[config.mk]
export PLATFORM = sky130hd
export DESIGN_NAME = mmio_uart_tx
export DESIGN_NICKNAME = d
export VERILOG_FILES = /design/src/rtl/uart_pkg.sv /design/src/rtl/mmio_uart_tx_fifo.sv /design/src/rtl/mmio_uart_tx.sv
export SDC_FILE = /design/constraint.sdc
export NUM_CORES = 1
export LEC_CHECK = 0
export CORE_MARGIN = 2
export CORE_UTILIZATION = 35
export CTS_CLUSTER_SIZE = 12
export DETAILED_ROUTE_END_ITERATION = 8
export HOLD_SLACK_MARGIN = 0.03
export PLACE_DENSITY_LB_ADDON = 0.05
export SLEW_MARGIN = 20
export SYNTH_ARGS = -nofsm -noshare
export SYNTH_HDL_FRONTEND = slang
export SYNTH_SLANG_ARGS = --single-unit
[constraint.sdc]
create_clock -name sys_clk -period 5.2 [get_ports sys_clk]
set_clock_uncertainty 0.15 [all_clocks]
set_input_delay 1.04 -clock sys_clk [delete_from_list [all_inputs] [get_ports sys_clk]]
set_output_delay 1.04 -clock sys_clk [all_outputs]
set_load 0.05 [all_outputs]
[src/rtl/uart_pkg.sv]
// Shared definitions for the memory-mapped UART transmitter:
// register offsets, STATUS bit positions and FSM state encoding.
package uart_pkg;

    localparam logic [1:0] OFF_TXDATA = 2'd0;
    localparam logic [1:0] OFF_STATUS = 2'd1;

    localparam int ST_BUSY   = 0;
    localparam int ST_FULL   = 1;
    localparam int ST_EMPTY  = 2;
    localparam int ST_OVF    = 3;
    localparam int ST_CNT_LO = 4;
    localparam int ST_PAR    = 8;

    typedef enum logic [2:0] {
        S_IDLE,
        S_START,
        S_DATA,
        S_PARITY,
        S_STOP
    } tx_state_e;

endpackage

[src/rtl/mmio_uart_tx_fifo.sv]
// Synchronous FIFO with first-word fall-through read port.
// A push into a full FIFO is accepted when a pop happens in the same cycle.
module sync_fifo #(
    parameter int WIDTH = 8,
    parameter int DEPTH = 16
) (
    input  logic                     clk,
    input  logic                     rst_n,
    input  logic                     push,
    input  logic [WIDTH-1:0]         wdata,
    input  logic                     pop,
    output logic [WIDTH-1:0]         rdata,
    output logic                     full,
    output logic                     empty,
    output logic [$clog2(DEPTH):0]   count
);
    localparam int AW    = $clog2(DEPTH);
    localparam int CNT_W = AW + 1;

    logic [WIDTH-1:0] mem_q [DEPTH];
    logic [AW-1:0]    wr_ptr_q, wr_ptr_d;
    logic [AW-1:0]    rd_ptr_q, rd_ptr_d;
    logic [CNT_W-1:0] cnt_q, cnt_d;
    logic             do_push, do_pop;

    assign empty   = (cnt_q == '0);
    assign full    = (cnt_q == CNT_W'(DEPTH));
    assign count   = cnt_q;
    assign rdata   = mem_q[rd_ptr_q];
    assign do_pop  = pop & ~empty;
    assign do_push = push & (~full | do_pop);

    always_comb begin
        wr_ptr_d = wr_ptr_q;
        rd_ptr_d = rd_ptr_q;
        cnt_d    = cnt_q;
        if (do_push) wr_ptr_d = wr_ptr_q + AW'(1);
        if (do_pop)  rd_ptr_d = rd_ptr_q + AW'(1);
        if (do_push && !do_pop)      cnt_d = cnt_q + CNT_W'(1);
        else if (do_pop && !do_push) cnt_d = cnt_q - CNT_W'(1);
    end

    always_ff @(posedge clk) begin
        if (do_push) mem_q[wr_ptr_q] <= wdata;
    end

    always_ff @(posedge clk or negedge rst_n) begin
        if (!rst_n) begin
            wr_ptr_q <= '0;
            rd_ptr_q <= '0;
            cnt_q    <= '0;
        end else begin
            wr_ptr_q <= wr_ptr_d;
            rd_ptr_q <= rd_ptr_d;
            cnt_q    <= cnt_d;
        end
    end

endmodule

[src/rtl/mmio_uart_tx.sv]
// Memory-mapped UART transmitter: TXDATA/STATUS registers, FIFO, 8N1 serializer.
// Define UART_PARITY_EN to insert an even-parity bit between data and stop.
module mmio_uart_tx
    import uart_pkg::*;
#(
    parameter logic [31:0] BASE_ADDR   = 32'h1000_0000,
    parameter int          CLK_FREQ_HZ = 50_000_000,
    parameter int          BAUD        = 115_200,
    parameter int          FIFO_DEPTH  = 16
) (
    input  logic        sys_clk,
    input  logic        sys_rst_n,
    input  logic [3:0]  MemWrite_EN,
    input  logic [31:0] MemAddr,
    input  logic [31:0] WriteData,
    output logic        sel_q,
    output logic [31:0] ReadData,
    output logic        uart_tx,
    output logic        irq_tx_empty
);
    localparam int DIV    = CLK_FREQ_HZ / BAUD;
    localparam int CW     = $clog2(DIV);
    localparam int CNTW   = $clog2(FIFO_DEPTH) + 1;
    localparam logic [CW-1:0] DIV_LAST = CW'(DIV - 1);

    tx_state_e   state_q, state_d;
    logic [CW-1:0] baud_q, baud_d;
    logic [2:0]  bit_q, bit_d;
    logic [7:0]  shift_q, shift_d;
    logic        tx_q, tx_d;
    logic        ovf_q, ovf_d;
    logic        sel_d;
    logic [31:0] rdata_q, rdata_d;
    logic        irq_q, irq_d;
`ifdef UART_PARITY_EN
    logic        par_q, par_d;
`endif

    logic            hit, push, pop, ovf_clr, busy, baud_end;
    logic [1:0]      off;
    logic [7:0]      fifo_rdata;
    logic            fifo_full, fifo_empty;
    logic [CNTW-1:0] fifo_count;
    logic [3:0]      cnt4;
    logic [31:0]     status;
    logic            unused_ok;

    assign unused_ok = ^{MemAddr[11:4], MemAddr[1:0], WriteData[31:8]};

    assign hit     = (MemAddr[31:12] == BASE_ADDR[31:12]);
    assign off     = MemAddr[3:2];
    assign push    = hit & (off == OFF_TXDATA) & MemWrite_EN[0];
    assign ovf_clr = hit & (off == OFF_STATUS) & (|MemWrite_EN);
    assign busy    = (state_q != S_IDLE);
    assign cnt4    = 4'(fifo_count);

    sync_fifo #(.WIDTH(8), .DEPTH(FIFO_DEPTH)) u_fifo (
        .clk   (sys_clk),
        .rst_n (sys_rst_n),
        .push  (push),
        .wdata (WriteData[7:0]),
        .pop   (pop),
        .rdata (fifo_rdata),
        .full  (fifo_full),
        .empty (fifo_empty),
        .count (fifo_count)
    );

    always_comb begin
        status                   = '0;
        status[ST_BUSY]          = busy;
        status[ST_FULL]          = fifo_full;
        status[ST_EMPTY]         = fifo_empty;
        status[ST_OVF]           = ovf_q;
        status[ST_CNT_LO +: 4]   = cnt4;
`ifdef UART_PARITY_EN
        status[ST_PAR]           = 1'b1;
`endif
        sel_d   = hit;
        rdata_d = (off == OFF_STATUS) ? status : 32'h0;
        ovf_d   = ovf_q;
        if (ovf_clr) ovf_d = 1'b0;
        if (push && fifo_full && !pop) ovf_d = 1'b1;
        irq_d   = fifo_empty & ~busy;
    end

    assign baud_end = (baud_q == DIV_LAST);

    always_comb begin
        state_d = state_q;
        baud_d  = baud_q + CW'(1);
        bit_d   = bit_q;
        shift_d = shift_q;
        pop     = 1'b0;
`ifdef UART_PARITY_EN
        par_d   = par_q;
`endif
        unique case (state_q)
            S_IDLE: begin
                baud_d = '0;
                if (!fifo_empty) begin
                    pop     = 1'b1;
                    shift_d = fifo_rdata;
                    bit_d   = 3'd0;
                    state_d = S_START;
`ifdef UART_PARITY_EN
                    par_d   = ^fifo_rdata;
`endif
                end
            end
            S_START: begin
                if (baud_end) begin
                    baud_d  = '0;
                    state_d = S_DATA;
                end
            end
            S_DATA: begin
                if (baud_end) begin
                    baud_d  = '0;
                    shift_d = shift_q >> 1;
                    bit_d   = bit_q + 3'd1;
                    if (bit_q == 3'd7) begin
`ifdef UART_PARITY_EN
                        state_d = S_PARITY;
`else
                        state_d = S_STOP;
`endif
                    end
                end
            end
`ifdef UART_PARITY_EN
            S_PARITY: begin
                if (baud_end) begin
                    baud_d  = '0;
                    state_d = S_STOP;
                end
            end
`endif
            S_STOP: begin
                if (baud_end) begin
                    baud_d  = '0;
                    state_d = S_IDLE;
                end
            end
            default: begin
                baud_d  = '0;
                state_d = S_IDLE;
            end
        endcase

        // Line level follows the next state so uart_tx changes with the state flop.
        tx_d = 1'b1;
        if (state_d == S_START)     tx_d = 1'b0;
        else if (state_d == S_DATA) tx_d = shift_d[0];
`ifdef UART_PARITY_EN
        else if (state_d == S_PARITY) tx_d = par_q;
`endif
    end

    always_ff @(posedge sys_clk or negedge sys_rst_n) begin
        if (!sys_rst_n) begin
            state_q <= S_IDLE;
            baud_q  <= '0;
            bit_q   <= '0;
            shift_q <= '0;
            tx_q    <= 1'b1;
            ovf_q   <= 1'b0;
            sel_q   <= 1'b0;
            rdata_q <= '0;
            irq_q   <= 1'b1;
`ifdef UART_PARITY_EN
            par_q   <= 1'b0;
`endif
        end else begin
            state_q <= state_d;
            baud_q  <= baud_d;
            bit_q   <= bit_d;
            shift_q <= shift_d;
            tx_q    <= tx_d;
            ovf_q   <= ovf_d;
            sel_q   <= sel_d;
            rdata_q <= rdata_d;
            irq_q   <= irq_d;
`ifdef UART_PARITY_EN
            par_q   <= par_d;
`endif
        end
    end

    assign ReadData     = rdata_q;
    assign uart_tx      = tx_q;
    assign irq_tx_empty = irq_q;

endmodule

==> impl_metrics.yaml <==
placement:
  place.port_buffers: 46
  pre_cts_ws_ps: 549
  dpl.hpwl_um: 10400
  placed_cells_incl_taps: 781
  postPlaceCellArea_um2: 8280
  routabilityCongestion: 0.718
synth:
  proportion_of_synthesized_flip_flops_having_asynchronous_set_or_reset_pct: 27.3
  synth_adder_area_share_pct: 2.42
  syn_avg_cell_area_um2: 16.1
  number_of_flops_mapped_to_enable_cells_by_yosys: 128
  synth.mux.area_fraction_pct: 12.1
  synth_xor_area_share_pct: 1.97
  ys_types: 56
  number_of_warnings_printed_during_yosys_synthesis: 0
  synth_simple_gate_area_share_pct: 8.38
  synthesized_area_um2: 7550
  syn-instance-count: 468
  synth-compound-area-share_pct: 3.93
  synth_sequential_area_ratio_pct: 66.8
  yosys_register_bits: 176
  main_combinational_cell_family_by_area_after_synthesis: "multiplexers"
  yosys_most_used_dff: "edfxtp_1"
clock_network:
  clock_root_cell: "clkbuf_16"
  clock_insertion_delay_worst_skew_ps: 430
  clock_tree.htree_level_count: 4
  cts.hold.buffers_added: 0
  cts-resized-gates: 0
  path_clk_slew_ps: 70
  clock_sink_count: 176
  post_cts.repair.setup_buffers: 0
  tritoncts.num_buffers: 17
  cts_max_path_buffers: 2
  tritoncts_clock_tree: "built"
power:
  switching_power_uw: 661
  part_of_the_total_power_dissipated_in_the_clock_network_pct: 43.3
  cell_internal_pwr_mw: 2.18
  comb_power_share_pct: 3.5
  power_per_cell_area_nw_per_um2: 320
  p_seq_share_pct: 53.2
  max-vdd-ir-drop_uv: 190
  power.share.switching_pct: 23.3
  leakagePower_nw: 3.04
final_layout:
  most_common_library_cell_in_the_layout_ignoring_fill_and_taps: "edfxtp_1"
  filler_cells_inserted: 1904
  nNetsFinal: 609
  stdcell_count: 813
  synthToLayoutAreaGrowth_pct: 17.3
  layout_common_cells: "128 x edfxtp_1, 45 x clkdlybuf4s50_1, 44 x dfrtp_1, 31 x mux4_2, 26 x nor2_1"
  antenna_cells_inserted: 0
  design_area_um2: 8860
  fraction_of_final_layout_cells_with_drive_strength_greater_than_1_pct: 17.7
worst_setup_path:
  worst_ep_required_time_ps: 5390
  critPathArrivalTime_ps: 4420
  worst_r2r_endpoint: "u_fifo.count[4]"
  setup.reg_to_reg.worst_slack_ps: 1700
  startpoint_type: "input port"
  crit-reg2reg-launch: "state_q[0]"
  critical_path.endpoint_type: "flip-flop"
  critPathMaxFanout: 13
  r2r.worst_path.cells: 11
  timing.setup.critical_path_class: "input port to flip-flop"
route:
  wirelength_um: 15900
  detail_route.wl_per_cell_um: 19.6
  final_antenna_net_count: 0
  route.detailed.drc: 0
  drtPass1Iterations: 4
  post_drt_via_cell_ratio: 5.03
  initialDrtViolationCount: 199
  detailroute.via_count: 4087
worst_hold_path:
  min_to: "shift_q[7]"
  worstHoldStart: "shift_q[7]"
  worstHoldPathType: "flip-flop to flip-flop"
  number_of_cells_traversed_by_the_worst_hold_path: 1
floorplanning:
  core-area_um2: 21100
  fp-row-count: 53
  io_pins: 105
  die-height_um: 151
  fp.dieArea_um2: 22800
  die_width_um: 151
  initial_utilization_pct: 35.8
timing:
  final_max_slew_viol_count: 0
  worst-slew-pin-transition_ps: 927
  timing.slew.headroom_pct: 38.2
  summed_negative_setup_slack_over_all_endpoints_ps: 0
  timing.final.setup_violations: 0
  setup_repair_after_global_routing_missed_its_margin: "no"
  hold-worst-slack_ps: 333
  period_minus_slack_ps: 4230
  final.setup.worst_slack_ps: 974
  peak_clock_frequency_supported_by_timing_mhz: 237
  share_of_the_clock_period_used_by_the_worst_path_after_layout_pct: 81.3
  timing_hold_violations_final: 0
grt:
  grt_pass1_wl_um: 24800
  grt_pass1_vias: 4229
  total_grt_overflow: 0
  grt_max_degree: 49
  grtUsageTotal_pct: 15.1
  grt_antenna_before_repair: 0
flow_run:
  maxCapViolations: 0
run_status:
  status: "finished, final reports clean"
[Yosys cell counts (all sizes together), types with 12 or more instances]
| cell | number | area, um2 |
|---|---|---|
| edfxtp | 128 | 3840 |
| dfrtp | 46 | 1150 |
| buf | 34 | 243 |
| mux4 | 31 | 698 |
| nor2 | 27 | 104 |
| mux2i | 18 | 180 |
| nand2 | 17 | 63.8 |
| nor3 | 15 | 97.6 |
| ha | 13 | 163 |
| nand3 | 13 | 65.1 |
| clkbuf | 12 | 45.0 |
| xnor2 | 12 | 105 |
[cell type report]
type | count | area (um2) | area share (%)
multi-input combinational | 259 | 2280 | 25.7
tap | 275 | 344 | 3.88
clock inverter | 14 | 154 | 1.74
inverter | 10 | 37.5 | 0.424
timing repair buffer | 61 | 568 | 6.41
sequential | 176 | 5050 | 57.0
clock buffer | 18 | 429 | 4.84
[worst max path at each step]
stage / cells past startpoint / slack, ps / start / endpoint
detailed placement: 12 / 550 / MemAddr[26] / u_fifo.count[4]
finish: 12 / 970 / MemAddr[26] / u_fifo.count[4]
floorplan: 11 / 1450 / MemAddr[26] / u_fifo.count[4]
global route: 12 / 750 / MemAddr[29] / u_fifo.count[4]
global placement: 12 / 590 / MemAddr[26] / u_fifo.count[4]
CTS: 12 / 990 / MemAddr[26] / u_fifo.count[4]
[cells by family after synthesis]
kind of cell	Yosys count
DFF	176
and+or+nand+nor	113
buffers and inverters	56
muxes	52
AOI/OAI and AO/OA	39
xor gates and xnor gates	17
adders and majority gates	14
other	1
[metal layers]
layer	global-route usage (%)	vias to the layer above	wire, um
met5	0	-	0
met4	4.58	0	157
met3	3.49	9	489
met2	25.2	67	8130
met1	19.7	2127	7140
li1	-	1884	-
[critical path, stage by stage]
cell and delay, ps:
clkdlybuf4s50_1 400, nor4b_1 430, nand3_1 240, or4_4 700, inv_2 180, ha_1 190
inv_1 100, fa_1 410, a21o_1 180, a21oi_1 170, mux2i_1 230, xnor2_1 140
[state kept, by name, summed over array words and instances, names as in the netlist, 3 cells and up]
signal,cells
u_fifo.mem_q,128
baud_q,9
ReadData,8
shift_q,8
u_fifo.count,5
u_fifo.rd_ptr_q,4
u_fifo.wr_ptr_q,4
bit_q,3
state_q,3
[power groups by stage]
stage / Sequential [mW] / Combinational (mW) / Clock [mW]
finish: 1.51 / 0.0996 / 1.23
global route: 1.51 / 0.108 / 1.32
CTS: 1.51 / 0.101 / 1.27
detailed placement: 1.54 / 0.101 / 0
global placement: 1.54 / 0.0986 / 0
floorplan: 1.55 / 0.0553 / 0
[metrics by stage]
step | util, % | power [mW]
3_5_place_dp | 39.3 | 1.64
2_1_floorplan | - | 1.60
3_3_place_gp | 39.3 | 1.64
5_1_grt | 42.0 | 2.94
4_1_cts | 42.0 | 2.88
6_report | 42.0 | 2.84
(Power assumes the default switching activity.)
